**src/rtl/map_controller.sv**
```systemverilog
// rtl/map_controller.sv - playfield wall map and debounced map-select controller
module map_controller #(
  parameter  int WIDTH    = 16,
  parameter  int HEIGHT   = 12,
  parameter  int NUM_MAPS = 4,
  parameter  int LOCKOUT  = 1000000,
  localparam int XW       = $clog2(WIDTH),
  localparam int YW       = $clog2(HEIGHT),
  localparam int MW       = 2
) (
  input  logic          clk_i,
  input  logic          reset_i,
  input  logic          next_map_btn_i,
  input  logic          start_i,
  input  logic          game_over_i,
  input  logic [XW-1:0] x_i,
  input  logic [YW-1:0] y_i,
  output logic          wall_o,
  output logic [MW-1:0] map_idx_o,
  output logic          playing_o,
  output logic          restart_o
);

  localparam int LCW = $clog2(LOCKOUT + 1);

  // Geometry constants widened to 32 bits so coordinate compares stay unsigned.
  localparam logic [31:0] X_LAST  = 32'(WIDTH - 1);
  localparam logic [31:0] Y_LAST  = 32'(HEIGHT - 1);
  localparam logic [31:0] X_LIM   = 32'(WIDTH);
  localparam logic [31:0] Y_LIM   = 32'(HEIGHT);
  localparam logic [31:0] H_ROW   = 32'(HEIGHT / 2);
  localparam logic [31:0] H_X_LO  = 32'(WIDTH / 4);
  localparam logic [31:0] H_X_HI  = 32'((3 * WIDTH) / 4);
  localparam logic [31:0] V_COL   = 32'(WIDTH / 2);
  localparam logic [31:0] V_Y_LO  = 32'(HEIGHT / 4);
  localparam logic [31:0] V_Y_HI  = 32'((3 * HEIGHT) / 4);
  localparam logic [MW-1:0] MAP_LAST = MW'(NUM_MAPS - 1);

  typedef enum logic [1:0] {
    IDLE = 2'd0,
    PLAY = 2'd1,
    OVER = 2'd2
  } state_e;

  logic           s1_q, s2_q, s3_q;
  logic [LCW-1:0] lc_q, lc_d;
  state_e         state_q, state_d;
  logic [MW-1:0]  map_q, map_d;
  logic           playing_q, playing_d;
  logic           restart_q, restart_d;
  logic           press;
  logic           accept;
  logic           load_lc;
  logic [MW-1:0]  map_next;
  logic [31:0]    x_ext, y_ext;
  logic           border, obs_h, obs_v;

  // Button synchroniser plus history flop for rising-edge detection.
  always_ff @(posedge clk_i or posedge reset_i) begin
    if (reset_i) begin
      s1_q <= 1'b0;
      s2_q <= 1'b0;
      s3_q <= 1'b0;
    end else begin
      s1_q <= next_map_btn_i;
      s2_q <= s1_q;
      s3_q <= s2_q;
    end
  end

  assign press    = s2_q & ~s3_q;
  assign accept   = press && (lc_q == '0);
  assign map_next = (map_q == MAP_LAST) ? '0 : map_q + MW'(1);

  // Next-state logic: map stepping, restart pulse and lockout reload.
  always_comb begin
    state_d   = state_q;
    map_d     = map_q;
    restart_d = 1'b0;
    load_lc   = 1'b0;
    case (state_q)
      IDLE: begin
        if (start_i) begin
          // A simultaneous press is swallowed but still arms the lockout.
          state_d = PLAY;
          load_lc = accept;
        end else if (accept) begin
          map_d     = map_next;
          restart_d = 1'b1;
          load_lc   = 1'b1;
        end
      end
      PLAY: begin
        if (game_over_i) begin
          state_d = OVER;
        end
      end
      OVER: begin
        if (accept) begin
          state_d   = IDLE;
          restart_d = 1'b1;
          load_lc   = 1'b1;
        end
      end
      default: state_d = IDLE;
    endcase

    if (load_lc) begin
      lc_d = LCW'(LOCKOUT);
    end else if (lc_q != '0) begin
      lc_d = lc_q - LCW'(1);
    end else begin
      lc_d = lc_q;
    end

    playing_d = (state_d == PLAY);
  end

  // State, map, lockout and registered output flops.
  always_ff @(posedge clk_i or posedge reset_i) begin
    if (reset_i) begin
      state_q   <= IDLE;
      map_q     <= '0;
      lc_q      <= '0;
      playing_q <= 1'b0;
      restart_q <= 1'b0;
    end else begin
      state_q   <= state_d;
      map_q     <= map_d;
      lc_q      <= lc_d;
      playing_q <= playing_d;
      restart_q <= restart_d;
    end
  end

  // Wall flag: border, out-of-range pixels and map-dependent obstacles.
  always_comb begin
    x_ext  = 32'(x_i);
    y_ext  = 32'(y_i);
    border = (x_ext == 32'd0) || (x_ext == X_LAST) ||
             (y_ext == 32'd0) || (y_ext == Y_LAST) ||
             (x_ext >= X_LIM) || (y_ext >= Y_LIM);
    // Map 1 and 3 share the horizontal bar, maps 2 and 3 the vertical one.
    obs_h  = map_q[0] && (y_ext == H_ROW) && (x_ext >= H_X_LO) && (x_ext < H_X_HI);
    obs_v  = map_q[1] && (x_ext == V_COL) && (y_ext >= V_Y_LO) && (y_ext < V_Y_HI);
    wall_o = border || obs_h || obs_v;
  end

  assign map_idx_o = map_q;
  assign playing_o = playing_q;
  assign restart_o = restart_q;

endmodule

```
**config.mk**
```make
export PLATFORM = sky130hd
export DESIGN_NAME = map_controller
export DESIGN_NICKNAME = d
export VERILOG_FILES = /design/src/rtl/map_controller.sv
export SDC_FILE = /design/constraint.sdc
export NUM_CORES = 1
export LEC_CHECK = 0
export ABC_AREA = 1
export CAP_MARGIN = 20
export CELL_PAD_IN_SITES_DETAIL_PLACEMENT = 1
export CELL_PAD_IN_SITES_GLOBAL_PLACEMENT = 1
export CORE_ASPECT_RATIO = 1.4
export CORE_MARGIN = 1
export CORE_UTILIZATION = 38
export CTS_CLUSTER_SIZE = 8
export DETAILED_ROUTE_END_ITERATION = 10
export HOLD_SLACK_MARGIN = 0.05
export PLACE_DENSITY_LB_ADDON = 0.1
export SYNTH_ARGS = -nofsm -noshare
export SYNTH_HDL_FRONTEND = slang
export SYNTH_SLANG_ARGS = --single-unit
```
**constraint.sdc**
```tcl
create_clock -name clk_i -period 1.5 [get_ports clk_i]
set_input_delay 0.225 -clock clk_i [delete_from_list [all_inputs] [get_ports clk_i]]
set_output_delay 0.225 -clock clk_i [all_outputs]
set_load 0.01 [all_outputs]
```
==> metrics.txt, run 1 <==
outcome=finished, violations left; failing checks=negative setup slack; commonest non-fill, non-tap cells in the layout=buf_4 (46), nand2_1 (44), inv_1 (35); global-route wire length before repair=slightly below 10000 µm; Total Power=roughly 3.2 mW; TritonCTS clock tree=done; CP Data Arrival Time=1.79 ns; fraction of layout cells with a size suffix above 1=between 30% and 40%; #FFs+latches synth=29; critical path fanouts, max=7; Slowest-stage cell, CP=dfrtp_1; gr ovfl total=0; TritonCTS Buffers=5; reg2reg start=lc_q[14]$_DFFE_PP0P_; Reg2Reg Depth=8; final net count=~330; Final HPWL DP=between 3000 and 4000 µm; Crit path top cell by count=nor2_1; largest net degree at the start of global routing=30; CP cell instances=nor2_4, nand2_2, nor2_8, buf_4, nand4_1, nor2_2, nor2_1, nor2_1; Tmin final=1.576 ns; actual slew at the worst max-slew pin=slightly below 0.4 ns; critical path's top delay family=simple AND/OR/NAND/NOR gates; setup ws final=-0.07636 ns; Worst-Skew Late Latency=0.30 ns; CP Class=reg2reg; Worst-path clk slew=roughly 0.080 ns; Fillers=between 500 and 600; area share of the largest cell type after synthesis=between 30 and 40%; Logic pwr share=around two fifths; initial core utilization=between 40 and 50%; initial antenna violation count=0; non-filler instance count after layout=around 380; sequential area share after synthesis=between 30% and 40%; unrepaired setup endpoints after global routing=true; final wirelength=around 6700 µm; Residual DRC=0; worst endpoint required time=~1.7 ns; io pins=18; Slew headroom=around 74%; Startpoint Class=flop; total track usage=between 20% and 30%; gpl congestion=between 0.7 and 0.8; CTS Buffer Depth=2; Area contributors post-synth=dfrtp_1 (40%), nand2_1 (10%), inv_1 (8.0%); Crit path largest cell delay=roughly 0.44 ns; Die X=roughly 61 µm; max cap viols=0; PwrDens=between 1000 and 1500 nW/µm²; Peak supply drop=708.6 µV; H-tree levels=2; worst path bufs/invs=1; Final Hold Viols=0; number of diodes=0; commonest non-fill, non-tap cell in the layout=buf_4; TritonRoute pass-1 iters=4; number of clock sinks=29; Reg-to-Reg End=lc_q[14]$_DFFE_PP0P_; vias in the first global route=between 2000 and 2500; post-synthesis cell type count=31; routed len/inst=between 15 and 20 µm; Vias=~1900; PortBufs=17; Max Fclk=about 630 MHz; Pleak=~1.4 nW; Sw Share=39.64%; internal power=roughly 2.0 mW; antenna-violating nets left=0; period utilization=105.1%; setup violators final=17; share of power burned in registers=a little over a third; Area growth, synth to finish=51.44%; Die Y=between 80 and 90 µm; Slew Viols, Final=0; Ys Warns=0; vias per inst=roughly 5; crit path capture type=flop; Hold WC Path Type=in2async; P_sw=1.287 mW; Cell Area, Synth=about 1800 µm²; Synth Net Count=256; r2r setup slk=-0.08 ns; Rows=29; cell count after placement=between 300 and 400; area leader, netlist=dfrtp_1; drt first-iter violations=57; cells after synthesis=240; Die Area=around 5000 µm²; Post-Syn Area per Cell=7.622 µm²; skew final=~0.016 ns; Core ar.=around 4600 µm²; Clock power frac=23.3%; clk root buf=clkbuf_8
## worst register-to-register path, cell delays in order (launching register included)
cell and delay (ns):
dfrtp_1 0.44, nor2_4 0.14, nand2_2 0.12, nor2_8 0.19, buf_4 0.14, nand4_1 0.12, nor2_2 0.18, nor2_1 0.07
nor2_1 0.11
## power by group through the flow
| stage | combinational, mW | clock (mW) | sequential [mW] |
|---|---|---|---|
| 3_3_place_gp | 0.946 | 0 | 1.16 |
| 4_1_cts | 1.09 | 0.754 | 1.16 |
| 2_1_floorplan | 0.548 | 0 | 1.16 |
| 6_report | 1.32 | 0.755 | 1.18 |
| 3_5_place_dp | 0.979 | 0 | 1.17 |
| 5_1_grt | 1.43 | 0.788 | 1.19 |
## routing by layer
layer  wire, µm  GRT usage [%]  part of all wire (%)  up-vias
li1           -              -                     -      917
met4        303          10.74                   4.5        0
met5          0              0                     0        -
met2       3692          47.65                    55       49
met3        228          4.651                   3.4       27
met1       2470          27.60                    37      944
## worst max path at each step
stage,endpoint,start,slack (ns),depth (start not counted)
after global routing,lc_q[14]$_DFFE_PP0P_,lc_q[14]$_DFFE_PP0P_,-0.17,8
after detailed placement,wall_o,y_i[0],-0.46,5
after global placement,wall_o,x_i[3],-0.45,6
after floorplan,map_idx_o[0]$_DFFE_PP0P_,lc_q[0]$_DFFE_PP0P_,0.02,9
after CTS,wall_o,x_i[1],-0.04,7
final,lc_q[14]$_DFFE_PP0P_,lc_q[14]$_DFFE_PP0P_,-0.08,8
## cells by family after synthesis
kind of cell    share of synthesized area, %
simple gates                           40.83
fa+ha+maj                              2.052
buf+inv                                8.413
compound gates                         5.676
flops                                  39.67
xor+xnor                               3.352
## cell type report
class | instances | area [µm²] | share of cell area (%)
clock inverter | 1 | 5.005 | 0.1807
multi-input combinational | 172 | 1160 | 41.87
inverter | 41 | 153.9 | 5.556
sequential | 29 | 725.7 | 26.20
tap | 62 | 77.57 | 2.800
clock buffer | 7 | 96.34 | 3.478
timing repair buffer | 66 | 551.8 | 19.92
## cell usage after synthesis
library cell	count
dfrtp_1	29
inv_2	1
nand3b_1	4
xor2_1	5
or2_2	2
nand2_1	50
o21a_2	1
nand2_4	2
o21ai_1	1
o2111ai_1	1
nor2_2	6
ha_1	3
nor3_1	4
a211oi_1	1
o211ai_1	2
nand3_4	1
xnor2_1	2
nor2_1	36
clkinv_1	1
nand4_1	10
nor2_4	5
nand3_1	18
a21oi_2	1
nand3_2	1
o31ai_1	2
a21oi_1	1
a21boi_0	2
nor2_8	2
inv_1	39
o21ai_0	3
nand2_2	4
## timing repair
| action | in CTS | in global routing |
|---|---|---|
| setup endpoints to repair | 24 | 25 |
| pin swaps | 11 | 20 |
| hold buffers | 0 | 0 |
| gates cloned | 2 | 0 |
| gates resized for setup | 36 | 31 |
| setup buffers | 8 | 11 |
## state kept, by name, summed over array words and instances (netlist names)
register	cells
s2_q	1
lc_q	20
s1_q	1
map_idx_o	2
playing_o	1
s3_q	1
state_q	2
restart_o	1
## per-stage QoR
| stage | utilization (%) | hold slack, ns | worst slack [ns] | cell area (µm²) | TNS (ns) |
|---|---|---|---|---|---|
| floorplan | - | 0.2564 | 0.02118 | 1829 | 0 |
| global placement | 50.36 | 0.3472 | -0.4458 | 2302 | -1.029 |
| detailed placement | 50.36 | 0.3372 | -0.4611 | 2302 | -1.445 |
| CTS | 56.16 | 0.3367 | -0.04131 | 2567 | -0.05708 |
| global route | 60.59 | 0.3604 | -0.1728 | 2770 | -2.603 |
| finish | 60.59 | 0.3259 | -0.07636 | 2770 | -0.3252 |
Note: power is estimated with default switching activity, not from simulation.
==> run 2: changes to the inputs <==
--- a/config.mk
+++ b/config.mk
@@ -6,11 +6,10 @@
 export NUM_CORES = 1
 export LEC_CHECK = 0
 export ABC_AREA = 1
-export CAP_MARGIN = 20
+export CAP_MARGIN = 40
 export CELL_PAD_IN_SITES_DETAIL_PLACEMENT = 1
 export CELL_PAD_IN_SITES_GLOBAL_PLACEMENT = 1
 export CORE_ASPECT_RATIO = 1.4
-export CORE_MARGIN = 1
 export CORE_UTILIZATION = 38
 export CTS_CLUSTER_SIZE = 8
 export DETAILED_ROUTE_END_ITERATION = 10
==> results of run 2 <==
Final layout, timing and power as in run 1 (identical DEF).
